[config.mk]
export PLATFORM = sky130hd
export DESIGN_NAME = pipe_skid_reg
export DESIGN_NICKNAME = d
export VERILOG_FILES = /design/src/rtl/pipe_skid_reg.sv
export SDC_FILE = /design/constraint.sdc
export NUM_CORES = 1
export LEC_CHECK = 0
export ABC_AREA = 1
export ABC_CLOCK_PERIOD_IN_PS = 1600
export BUFFER_PORTS_ARGS = -buffer_cell sky130_fd_sc_hd__buf_2
export CORE_MARGIN = 4
export CORE_UTILIZATION = 40
export DETAILED_ROUTE_END_ITERATION = 7
export PLACE_DENSITY_LB_ADDON = 0.05
export SYNTH_ARGS = -nofsm -noshare
export SYNTH_HDL_FRONTEND = slang
export SYNTH_SLANG_ARGS = --single-unit
export TNS_END_PERCENT = 20
[constraint.sdc]
create_clock -name clk -period 1.6 [get_ports clk]
set_input_delay 0.24 -clock clk [delete_from_list [all_inputs] [get_ports clk]]
set_output_delay 0.24 -clock clk [all_outputs]
set_load 0.02 [all_outputs]
[src/rtl/pipe_skid_reg.sv]
// pipe_skid_reg
//   Pipeline register with a valid/ready handshake and a 2-entry skid buffer.
//   It passes one transfer per clock. in_ready depends only on registered
//   state and resetn, so it does not form a combinational path from out_ready.
//   Optional feature macro: PIPE_SKID_PERF_EN adds a saturating stall counter.
//
// Parameters
//   WIDTH      payload width in bits
//   RESET_VAL  value of out_data after reset
//
// Ports
//   clk        clock; all state updates on posedge
//   resetn     synchronous active-low reset
//   flush      synchronous discard of all held entries
//   in_valid   upstream has data
//   in_data    upstream payload
//   in_ready   block can accept in_data this cycle
//   out_valid  out_data holds a valid entry
//   out_data   oldest held entry (holds its last value when not valid)
//   out_ready  downstream consumes out_data this cycle
//   count      entries held: 0, 1 or 2
//   stall_cnt  (PIPE_SKID_PERF_EN only) cycles with out_valid & !out_ready

module pipe_skid_reg #(
    parameter int unsigned      WIDTH     = 32,
    parameter logic [WIDTH-1:0] RESET_VAL = '0
) (
    input  logic             clk,
    input  logic             resetn,
    input  logic             flush,
    input  logic             in_valid,
    input  logic [WIDTH-1:0] in_data,
    output logic             in_ready,
    output logic             out_valid,
    output logic [WIDTH-1:0] out_data,
    input  logic             out_ready,
    output logic [1:0]       count
`ifdef PIPE_SKID_PERF_EN
    ,
    output logic [31:0]      stall_cnt
`endif
);

    typedef enum logic [1:0] {
        EMPTY = 2'd0,
        ONE   = 2'd1,
        FULL  = 2'd2
    } state_t;

    state_t           state;
    logic [WIDTH-1:0] main_q;   // oldest entry, drives out_data
    logic [WIDTH-1:0] skid_q;   // second entry, only meaningful in FULL

    logic accept;
    logic fire;

    assign in_ready  = resetn && (state != FULL);
    assign out_valid = (state != EMPTY);
    assign out_data  = main_q;
    assign accept    = in_valid && in_ready;
    assign fire      = out_valid && out_ready;

    always_comb begin
        count = 2'd0;
        case (state)
            ONE:     count = 2'd1;
            FULL:    count = 2'd2;
            default: count = 2'd0;
        endcase
    end

    // Flush only clears the valid state; main_q/skid_q keep their contents so
    // out_data keeps showing the last entry.
    always_ff @(posedge clk) begin
        if (!resetn) begin
            state  <= EMPTY;
            main_q <= RESET_VAL;
            skid_q <= '0;
        end else if (flush) begin
            state <= EMPTY;
        end else begin
            case (state)
                EMPTY: begin
                    if (accept) begin
                        main_q <= in_data;
                        state  <= ONE;
                    end
                end
                ONE: begin
                    if (accept && fire) begin
                        main_q <= in_data;
                    end else if (accept) begin
                        skid_q <= in_data;
                        state  <= FULL;
                    end else if (fire) begin
                        state <= EMPTY;
                    end
                end
                FULL: begin
                    if (fire) begin
                        main_q <= skid_q;
                        state  <= ONE;
                    end
                end
                default: state <= EMPTY;
            endcase
        end
    end

`ifdef PIPE_SKID_PERF_EN
    logic [31:0] stall_q;

    assign stall_cnt = stall_q;

    // Flush does not clear the counter; only reset does.
    always_ff @(posedge clk) begin
        if (!resetn) begin
            stall_q <= '0;
        end else if (out_valid && !out_ready && (stall_q != '1)) begin
            stall_q <= stall_q + 32'd1;
        end
    end
`endif

endmodule
==> After elaboration in Yosys (flattened, before gate mapping) <==
Cells that the tools add are included.
{ "totals": {"ff_bits": 66, "input_bits": 37, "word_cells": 36} }
{ "classes": {"eq_ne": 8, "muxes": 11, "n_bitwise": 3, "reduce_logical": 11} }
{ "op_table": {"columns": ["op", "count"], "rows": [
  ["$mux 32", 3],
  ["$pmux 32 s3", 1],
  ["$mux 2", 5],
  ["$ne 2x2->1 const B", 5],
  ["$reduce_and 4->1", 2],
  ["$pmux 2 s3", 1],
  ["$reduce_and 5->1", 1],
  ["$logic_and 1x1->1", 4],
  ["$pmux 2 s2", 1],
  ["$ne 3x3->1 const B", 1],
  ["$not 1->1", 3],
  ["$reduce_bool 3->1", 1],
  ["$eq 2x1->1 const B", 1],
  ["$eq 2x2->1 const B", 1],
  ["$logic_not 2->1", 1],
  ["$reduce_bool 2->1", 1],
  ["$reduce_or 2->1", 1]
]} }

==> Depth between registers and ports, before layout <==
Gate-level depths: netlist of the first run.
{ "logic_depth": {"ltp_word": 6, "ltp_mapped": 9} }

==> Least setup slack after synthesis of the first run <==
No wires, ideal clock.
{ "synth_path": {"path_type": "reg2reg", "from": "register state[0]", "to": "register main_q[0], in the netlist out_data[0]", "setup_time_ns": 0.115, "arrival_ns": 1.378, "t_required_ns": 1.485, "setup_slack_ns": 0.107, "path_stages_with_launch": 7, "period_less_slack_ns": 1.493, "path_cell_list": "dfxtp_1 > inv_2 > nor2_1 > nand2_1 > buf_2 > a21oi_1 > nor2_1"} }
{ "synth_via": {"elab_chain_len": 6} }
{ "synth_lines": {"columns": ["item", "line_no", "rtl"], "rows": [
  ["start, declared", "50", "state_t state;"],
  ["start signal, assigned", "76", "state <= EMPTY;"],
  ["start signal, assigned", "80", "state <= EMPTY;"],
  ["start signal, assigned", "86", "state <= ONE;"],
  ["$ne 2x2->1", "57", "assign in_ready = resetn && (state != FULL);"],
  ["$logic_and 1x1->1", "57", null],
  ["$logic_and 1x1->1", "60", "assign accept = in_valid && in_ready;"],
  ["$logic_and 1x1->1", "90", "if (accept && fire) begin"],
  ["$ne 2x2->1 (no line)", null, null],
  ["$reduce_and 5->1 (no line)", null, null],
  ["end signal, assigned", "85", "main_q <= in_data;"],
  ["end signal, assigned", "91", "main_q <= in_data;"],
  ["end signal, assigned", "101", "main_q <= skid_q;"],
  ["end, declared", "51", "logic [WIDTH-1:0] main_q;"]
]} }
Parallel ways exist; a longest one is shown, timed or not.
A chain may end at the register's enable or synchronous reset.

==> Final worst setup path of the first run <==
{ "layout_path": {"from": "register state[0]", "to": "output in_ready"} }
{ "layout_via": {"elab_chain_len": 2} }
{ "layout_lines": {"columns": ["item", "line_no", "rtl"], "rows": [
  ["$ne 2x2->1", "57", null],
  ["$logic_and 1x1->1", "57", null],
  ["end, declared", "33", "output logic in_ready,"]
]} }
Every way passes these cells.

==> key figures, run 1 <==
Status
  – Run status: completed

Layout
  – ANT cells: 0
  – Ratio of cells with drive above 1 in the final layout: 21.2%
  – Fill cell count: 824
  – Final std cells w/o fill: 623
  – Area grow syn2layout: 24.7%
  – Nets@finish: 558

Yosys
  – Post-synthesis share of cell area spent on full adders, half adders and majority gates: 0%
  – Combinational family with the most area after synthesis: simple AND/OR/NAND/NOR gates
  – Ys async rst share: 0%
  – Distinct cell type count after synthesis: 17
  – Multiplexer area fraction after synthesis: 0%
  – Cells taking the most area after synthesis: dfxtp_1 (44%), a21oi_1 (10%), nand2_1 (10%), o21ai_0 (9.8%), inv_1 (8.3%)
  – Flip-flop cell with the highest count after synthesis: dfxtp_1
  – Compound-cell area share of the yosys netlist: 20.9%
  – Synthesis warning total: 0
  – Syn Area/Cell: 6.65 um^2
  – Cell with the most instances after synthesis: nand2_1
  – Number of storage elements in the synthesis netlist: 66
  – Combined area of all synthesized cells: 3010 um^2
  – Cell taking the most area after synthesis: dfxtp_1
  – Post-Syn Nets: 490
  – Xor-xnor portion of the synthesized cell area: 0%
  – Simple-gate share of the synthesized area: 22.3%
  – Number of enable flip-flop cells after synthesis: 0
  – Area fraction of the dominant cell type after synthesis: 43.8%
  – Cells after synthesis: 453
  – Share of synthesized area occupied by flip-flops and latches: 43.8%
  – Post-synth top cells: nand2_1 (81), inv_1 (67), dfxtp_1 (66), a21oi_1 (62), o21ai_0 (59)

Critical path
  – Critical path startpoint category: flop
  – Worst Path Required: 1.36 ns
  – Master of the slowest instance on the critical path: dfxtp_4
  – Worst path buffer plus inverter count: 4
  – Highest cell delay on the worst timing path: 0.36 ns
  – Capturing element type of the critical path: output port
  – Crit Path Max Fanout: 5
  – Data arrival time at the worst-slack endpoint: 1.28 ns
  – Cells along the critical path: inv_2 -> nand2_4 -> buf_8 -> clkinvlp_4 -> nor2_2 -> buf_4
  – Critical path type: flop to output port
  – Cell family with the largest share of critical-path delay: buffers and inverters

Drt
  – Number of vias per cell after detailed routing: 4.82
  – Iteration-0 DRC count of the detailed router: 109
  – Antenna-violating nets left: 0
  – Total DRC errors in the routed layout: 0
  – WL per Instance: 11.7 um
  – Drt first pass iters: 4
  – Sum of routed wire length over all layers: 7.27 mm
  – Vias: 3,005

Placement
  – Number of buffers added on ports: 72
  – Total half-perimeter wirelength after legalization and detailed placement: 4.91 mm
  – Final weighted congestion in routability-driven placement: 0.803
  – Number of placed instances, taps included: 607

STA
  – Final count of negative-setup-slack endpoints: 0
  – Fin crit share: 95.1%
  – Final Hold Viols: 0
  – Setup skew after layout: 0.00827 ns
  – Peak clock frequency supported by timing: 657 MHz
  – Transition time of the tightest slew-check pin: 0.311 ns
  – Max-slew headroom at the worst pin: 79.3%
  – Post-layout minimum cycle time: 1.52 ns
  – Total Neg Setup Slack: 0 ns
  – Setup repair after global routing missed its margin: no
  – Number of max-slew violations in the final report: 0

Clock tree
  – Sink count of the clock tree: 66
  – Root Buffer: clkbuf_8
  – CTS buffer count: 9
  – Insertion delay to the later sink of the worst-skew pair: 0.33 ns
  – Number of hold buffers added after cts: 0
  – Clock tree from TritonCTS: built
  – Number of H-tree levels: 3
  – Maximum clock path buffer count: 2
  – Clock-pin slew on the worst setup and hold paths: 0.07 ns

Global route
  – Global-route usage over all layers: 17.3%
  – Pin count of the biggest net entering global routing: 65
  – Via count of the first global-routing pass: 2,806
  – Gr ovfl total: 0
  – Wire length of the first global-routing pass: 12.3 mm
  – Number of antenna violations at the first check in global routing: 0

Die
  – Chip Width: 94.8 um
  – FP Rows: 31
  – I/O pin count: 73
  – Chip Height: 94.8 um
  – Area enclosed by the die boundary: 8990 um^2
  – Core Footprint: 7290 um^2
  – Starting utilization of the core area: 41.3%

Run
  – Number of max-cap violations: 0

Power and ir drop
  – Leakage: 1.83 nW
  – Max rail drop VDD: 0.467 mV
  – Pwr/cell area: 983 nW/um^2

Min path
  – Worst min-delay path category: primary input to flop
cells by family (layout without fill, tap and decap cells):
kind of cell	Yosys count	after routing
flops	66	66
buf+inv	99	170
compound gates	123	123
simple gates	165	165
worst reg2reg max path: stages, from the launching register on:
cell and delay (ns):
dfxtp_4 0.36, inv_2 0.08, nand2_1 0.05, nand2_1 0.07
nand2_1 0.08, a21oi_4 0.15, buf_12 0.23, nand3_1 0.12
nand2_1 0.09, nor2_1 0.04
layout make-up:
class	count	area (um^2)	share of cell area [%]
Clock buffer	11	141	3.76
Clock inverter	3	65.1	1.73
Inverter	68	259	6.89
Multi-Input combinational cell	288	1320	35.0
Sequential cell	66	1330	35.3
Tap cell	99	124	3.30
Timing Repair Buffer	88	528	14.0
state kept, by name (all words and copies together) (netlist names):
| register | flops |
|---|---|
| out_data | 32 |
| skid_q | 32 |
| state | 2 |
path summary, 6_finish.rpt:
check,start,cells after the start,to,slack [ns]
max,state[0]$_SDFFE_PP0P_,6,in_ready,0.08
min,flush,4,state[1]$_SDFFE_PP0P_,0.19
max reg2reg,state[0]$_SDFFE_PP0P_,9,out_data[12]$_SDFFE_PN0P_,0.23
min reg2reg,skid_q[21]$_SDFFE_PN0P_,2,skid_q[21]$_SDFFE_PN0P_,0.45
stage by stage:
step | area [um^2] | hold slack (ns) | worst slack, ns | total power, mW | utilization [%]
global placement | 3510 | 0.431 | 0.136 | 2.25 | 48.1
global route | 3760 | 0.183 | 0.00562 | 3.89 | 51.5
floorplan | 3010 | 0.398 | 0.107 | 2.07 | -
finish | 3760 | 0.189 | 0.0788 | 3.70 | 51.5
detailed placement | 3510 | 0.439 | 0.103 | 2.25 | 48.1
CTS | 3750 | 0.175 | 0.0239 | 3.76 | 51.5
what timing repair did:
item | 4_1_cts | 5_1_grt
pin swaps | 0 | 0
endpoints found under the hold margin | 0 | 0
gates resized for setup | 6 | 3
setup buffers | 2 | 0
endpoints found under the setup margin | 2 | 1
layer usage:
metal | wire length [um] | global-route usage [%] | vias up
li1 | - | - | 1568
met1 | 3410 | 20.9 | 1360
met2 | 3330 | 29.2 | 66
met3 | 395 | 4.30 | 11
met4 | 125 | 6.85 | 0
met5 | 0 | 0 | -
report_power, final:
part | switching, mW | internal, mW
clock network | 0.588 | 0.901
registers | 0.0284 | 1.70
logic | 0.291 | 0.182
total | 0.908 | 2.79
placed cells by master, fill, tap and decap left out, drive strengths merged:
cell and count:
clkinvlp 1, nor2 48, nand3 33, dfxtp 66
clkinv 1, nand2 82, a21oi 63, nand4 2
o21ai 59, buf 88, clkbuf 11, bufinv 2
inv 67, o211ai 1
No activity file was read; power rests on OpenSTA's default activity.
==> inputs of run 2 (changes only) <==
Settings changed: CELL_PAD_IN_SITES_DETAIL_PLACEMENT set to 1, CELL_PAD_IN_SITES_GLOBAL_PLACEMENT set to 2, CORE_UTILIZATION 40 to 28, CTS_BUF_LIST set to sky130_fd_sc_hd__clkbuf_16.
==> run 2 against run 1 <==
Clock skew shrank 0.0041 ns. Combinational power grew 5.5%. Critical path depth is the same. Cell area grew 7.5%. Via count grew 2.5%. Total power grew 22%. Worst setup slack lost 0.027 ns. Clock-buffer cell count shrank 2. Non-clock buffer count grew 2. Register-to-register slack lost 0.07 ns. Routed wire length grew 24%. Critical path type unchanged. Critical endpoint unchanged.
==> key figures, run 2 (synthesized netlist as in run 1, its figures left out) <==
Status
  – Run status: completed

Clock tree
  – Clock tree from TritonCTS: built
  – Maximum clock path buffer count: 2 (unchanged)
  – CTS buffer count: 9 (unchanged)
  – Insertion delay to the later sink of the worst-skew pair: 0.33 ns (about the same)
  – Number of H-tree levels: 3 (unchanged)
  – Root Buffer: clkbuf_16
  – Clock-pin slew on the worst setup and hold paths: 0.06 ns (about the same)
  – Sink count of the clock tree: 66 (unchanged)

Global route
  – Gr ovfl total: 0 (unchanged)
  – Number of antenna violations at the first check in global routing: 0 (unchanged)
  – Wire length of the first global-routing pass: 15.5 mm (+26%)
  – Global-route usage over all layers: 15.1% (-2.2 points)
  – Via count of the first global-routing pass: 3,237 (+15%)
  – Pin count of the biggest net entering global routing: 35 (-46%)

Power and ir drop
  – Max rail drop VDD: 0.486 mV (+4.1%)
  – Leakage: 1.94 nW (+5.8%)
  – Pwr/cell area: 1120 nW/um^2 (+14%)
  – Tot Pwr: 4.53 mW (+22%)

Layout
  – Final std cells w/o fill: 664 (+6.6%)
  – Area grow syn2layout: 34.0%
  – ANT cells: 0 (unchanged)
  – Nets@finish: 560 (+0.36%)
  – Share of the core filled with cells in the final layout: 38.8% (-13 points)
  – Most frequent cells in the layout: nand2_1 (79), buf_2 (70), inv_1 (65)
  – Fill cell count: 1,320 (+60%)
  – Most common library cell in the layout ignoring fill and taps: nand2_1
  – Ratio of cells with drive above 1 in the final layout: 22.2% (+0.98 points)

Die
  – Chip Height: 112 um (+18%)
  – Starting utilization of the core area: 28.9% (-12 points)
  – I/O pin count: 73 (unchanged)
  – Core Footprint: 10,400 um^2 (+43%)
  – Area enclosed by the die boundary: 12,500 um^2 (+39%)
  – Chip Width: 112 um (+18%)
  – FP Rows: 37 (+19%)

Min path
  – End point of the worst hold path: skid_q[11]$_SDFFE_PN0P_
  – Hold Startpoint: in_data[11]
  – Cell depth of the worst hold path: 3 (-1)
  – Worst min-delay path category: primary input to flop

STA
  – Setup repair after global routing missed its margin: yes
  – Max-slew headroom at the worst pin: 81.3% (+2.1 points)
  – Final Hold Viols: 0 (unchanged)
  – Number of max-slew violations in the final report: 0 (unchanged)
  – Fin crit share: 96.8% (+1.7 points)
  – Transition time of the tightest slew-check pin: 0.280 ns (-0.0309 ns)
  – Peak clock frequency supported by timing: 646 MHz (-1.7%)
  – Setup skew after layout: 0.00420 ns (-0.00407 ns)
  – Final count of negative-setup-slack endpoints: 0 (unchanged)
  – Post-layout minimum cycle time: 1.55 ns (+0.0271 ns)

Critical path
  – Data arrival time at the worst-slack endpoint: 1.31 ns (+0.03 ns)
  – Startpoint of the most critical setup path: state[0]$_SDFFE_PP0P_
  – Startpoint of the worst register-to-register path: state[0]$_SDFFE_PP0P_
  – Capturing element type of the critical path: output port
  – Reg2reg setup slack: 0.16 ns (-0.07 ns)
  – Critical path type: flop to output port
  – RR Endpoint: skid_q[27]$_SDFFE_PN0P_
  – Crit Path Max Fanout: 11 (+6)
  – Critical path startpoint category: flop
  – Worst Path Required: 1.36 ns (about the same)
  – R2R cell count: 9 (unchanged)

Drt
  – Drt first pass iters: 4 (unchanged)
  – Vias: 3,079 (+2.5%)
  – Sum of routed wire length over all layers: 9.00 mm (+24%)
  – WL per Instance: 13.5 um (+16%)
  – Number of vias per cell after detailed routing: 4.64 (-3.9%)
  – Total DRC errors in the routed layout: 0 (unchanged)
  – Iteration-0 DRC count of the detailed router: 121 (+11%)
  – Antenna-violating nets left: 0 (unchanged)

Placement
  – Number of buffers added on ports: 72 (unchanged)
  – Total half-perimeter wirelength after legalization and detailed placement: 6.09 mm (+24%)
  – Final weighted congestion in routability-driven placement: 0.728 (-9.3%)
  – Number of placed instances, taps included: 644 (+6.1%)

Run
  – Number of max-cap violations: 0 (unchanged)
-- run 2: cell count changes in the layout (fill, tap and decap cells not counted), sizes merged --
cell	delta
clkbuf	-2
bufinv	+1
buf	+1
inv	-1
clkinvlp	+1
bufbuf	+1
clkinv	+3
-- run 2: how the worst max path moves through the flow --
stage	to	cells past startpoint	slack, ns
CTS	count[1]	6	0.002
detailed placement	in_ready	6	-0.01
global route	in_ready	6	-0.04
finish	in_ready	6	0.05
floorplan	out_data[0]$_SDFFE_PN0P_	6	0.11
global placement	in_ready	6	0.04
-- run 2: final cells by class --
cell class | count | area [um^2] | share of cell area [%]
flip-flops and latches | 66 | 1320 | 32.8
multi-input cells | 288 | 1320 | 32.6
repair buffers | 90 | 624 | 15.5
inverters | 68 | 263 | 6.51
clock buffers | 9 | 225 | 5.58
well taps | 136 | 170 | 4.21
clock inverters | 7 | 118 | 2.91
-- run 2: routing by layer --
| layer | wire length, um | track usage, % | vias to the layer above |
|---|---|---|---|
| met4 | 129 | 4.87 | 0 |
| met3 | 384 | 3.53 | 10 |
| met5 | 0 | 0 | - |
| met1 | 4130 | 18.3 | 1447 |
| li1 | - | - | 1574 |
| met2 | 4350 | 26.4 | 48 |
-- run 2: through the flow --
| stage | setup slack, ns | hold WS [ns] | setup TNS (ns) | instance area (um^2) |
|---|---|---|---|---|
| 3_5_place_dp | -0.0110 | 0.440 | -0.0110 | 3590 |
| 5_1_grt | -0.0355 | 0.228 | -0.0735 | 4040 |
| 6_report | 0.0517 | 0.190 | 0 | 4040 |
| 3_3_place_gp | 0.0423 | 0.432 | 0 | 3590 |
| 4_1_cts | 0.00233 | 0.200 | 0 | 4020 |
| 2_1_floorplan | 0.107 | 0.398 | 0 | 3010 |
-- run 2: worst max-delay path, cell delays in order (launching register included) --
cell	delay [ns]
dfxtp_2	0.34
inv_2	0.06
nand2_4	0.10
buf_12	0.14
clkinvlp_4	0.09
nor2_2	0.10
buf_4	0.15
-- run 2: timing repair --
item | in CTS | in global routing
setup buffers | 3 | 0
resized for setup | 9 | 9
setup endpoints to repair | 2 | 19
hold buffers | 0 | 0
cloned | 1 | 0
-- run 2: power by group --
group	switching, mW	total, mW	internal [mW]
Sequential	0.0291	1.74	1.71
Clock	0.769	2.29	1.52
Combinational	0.308	0.500	0.192
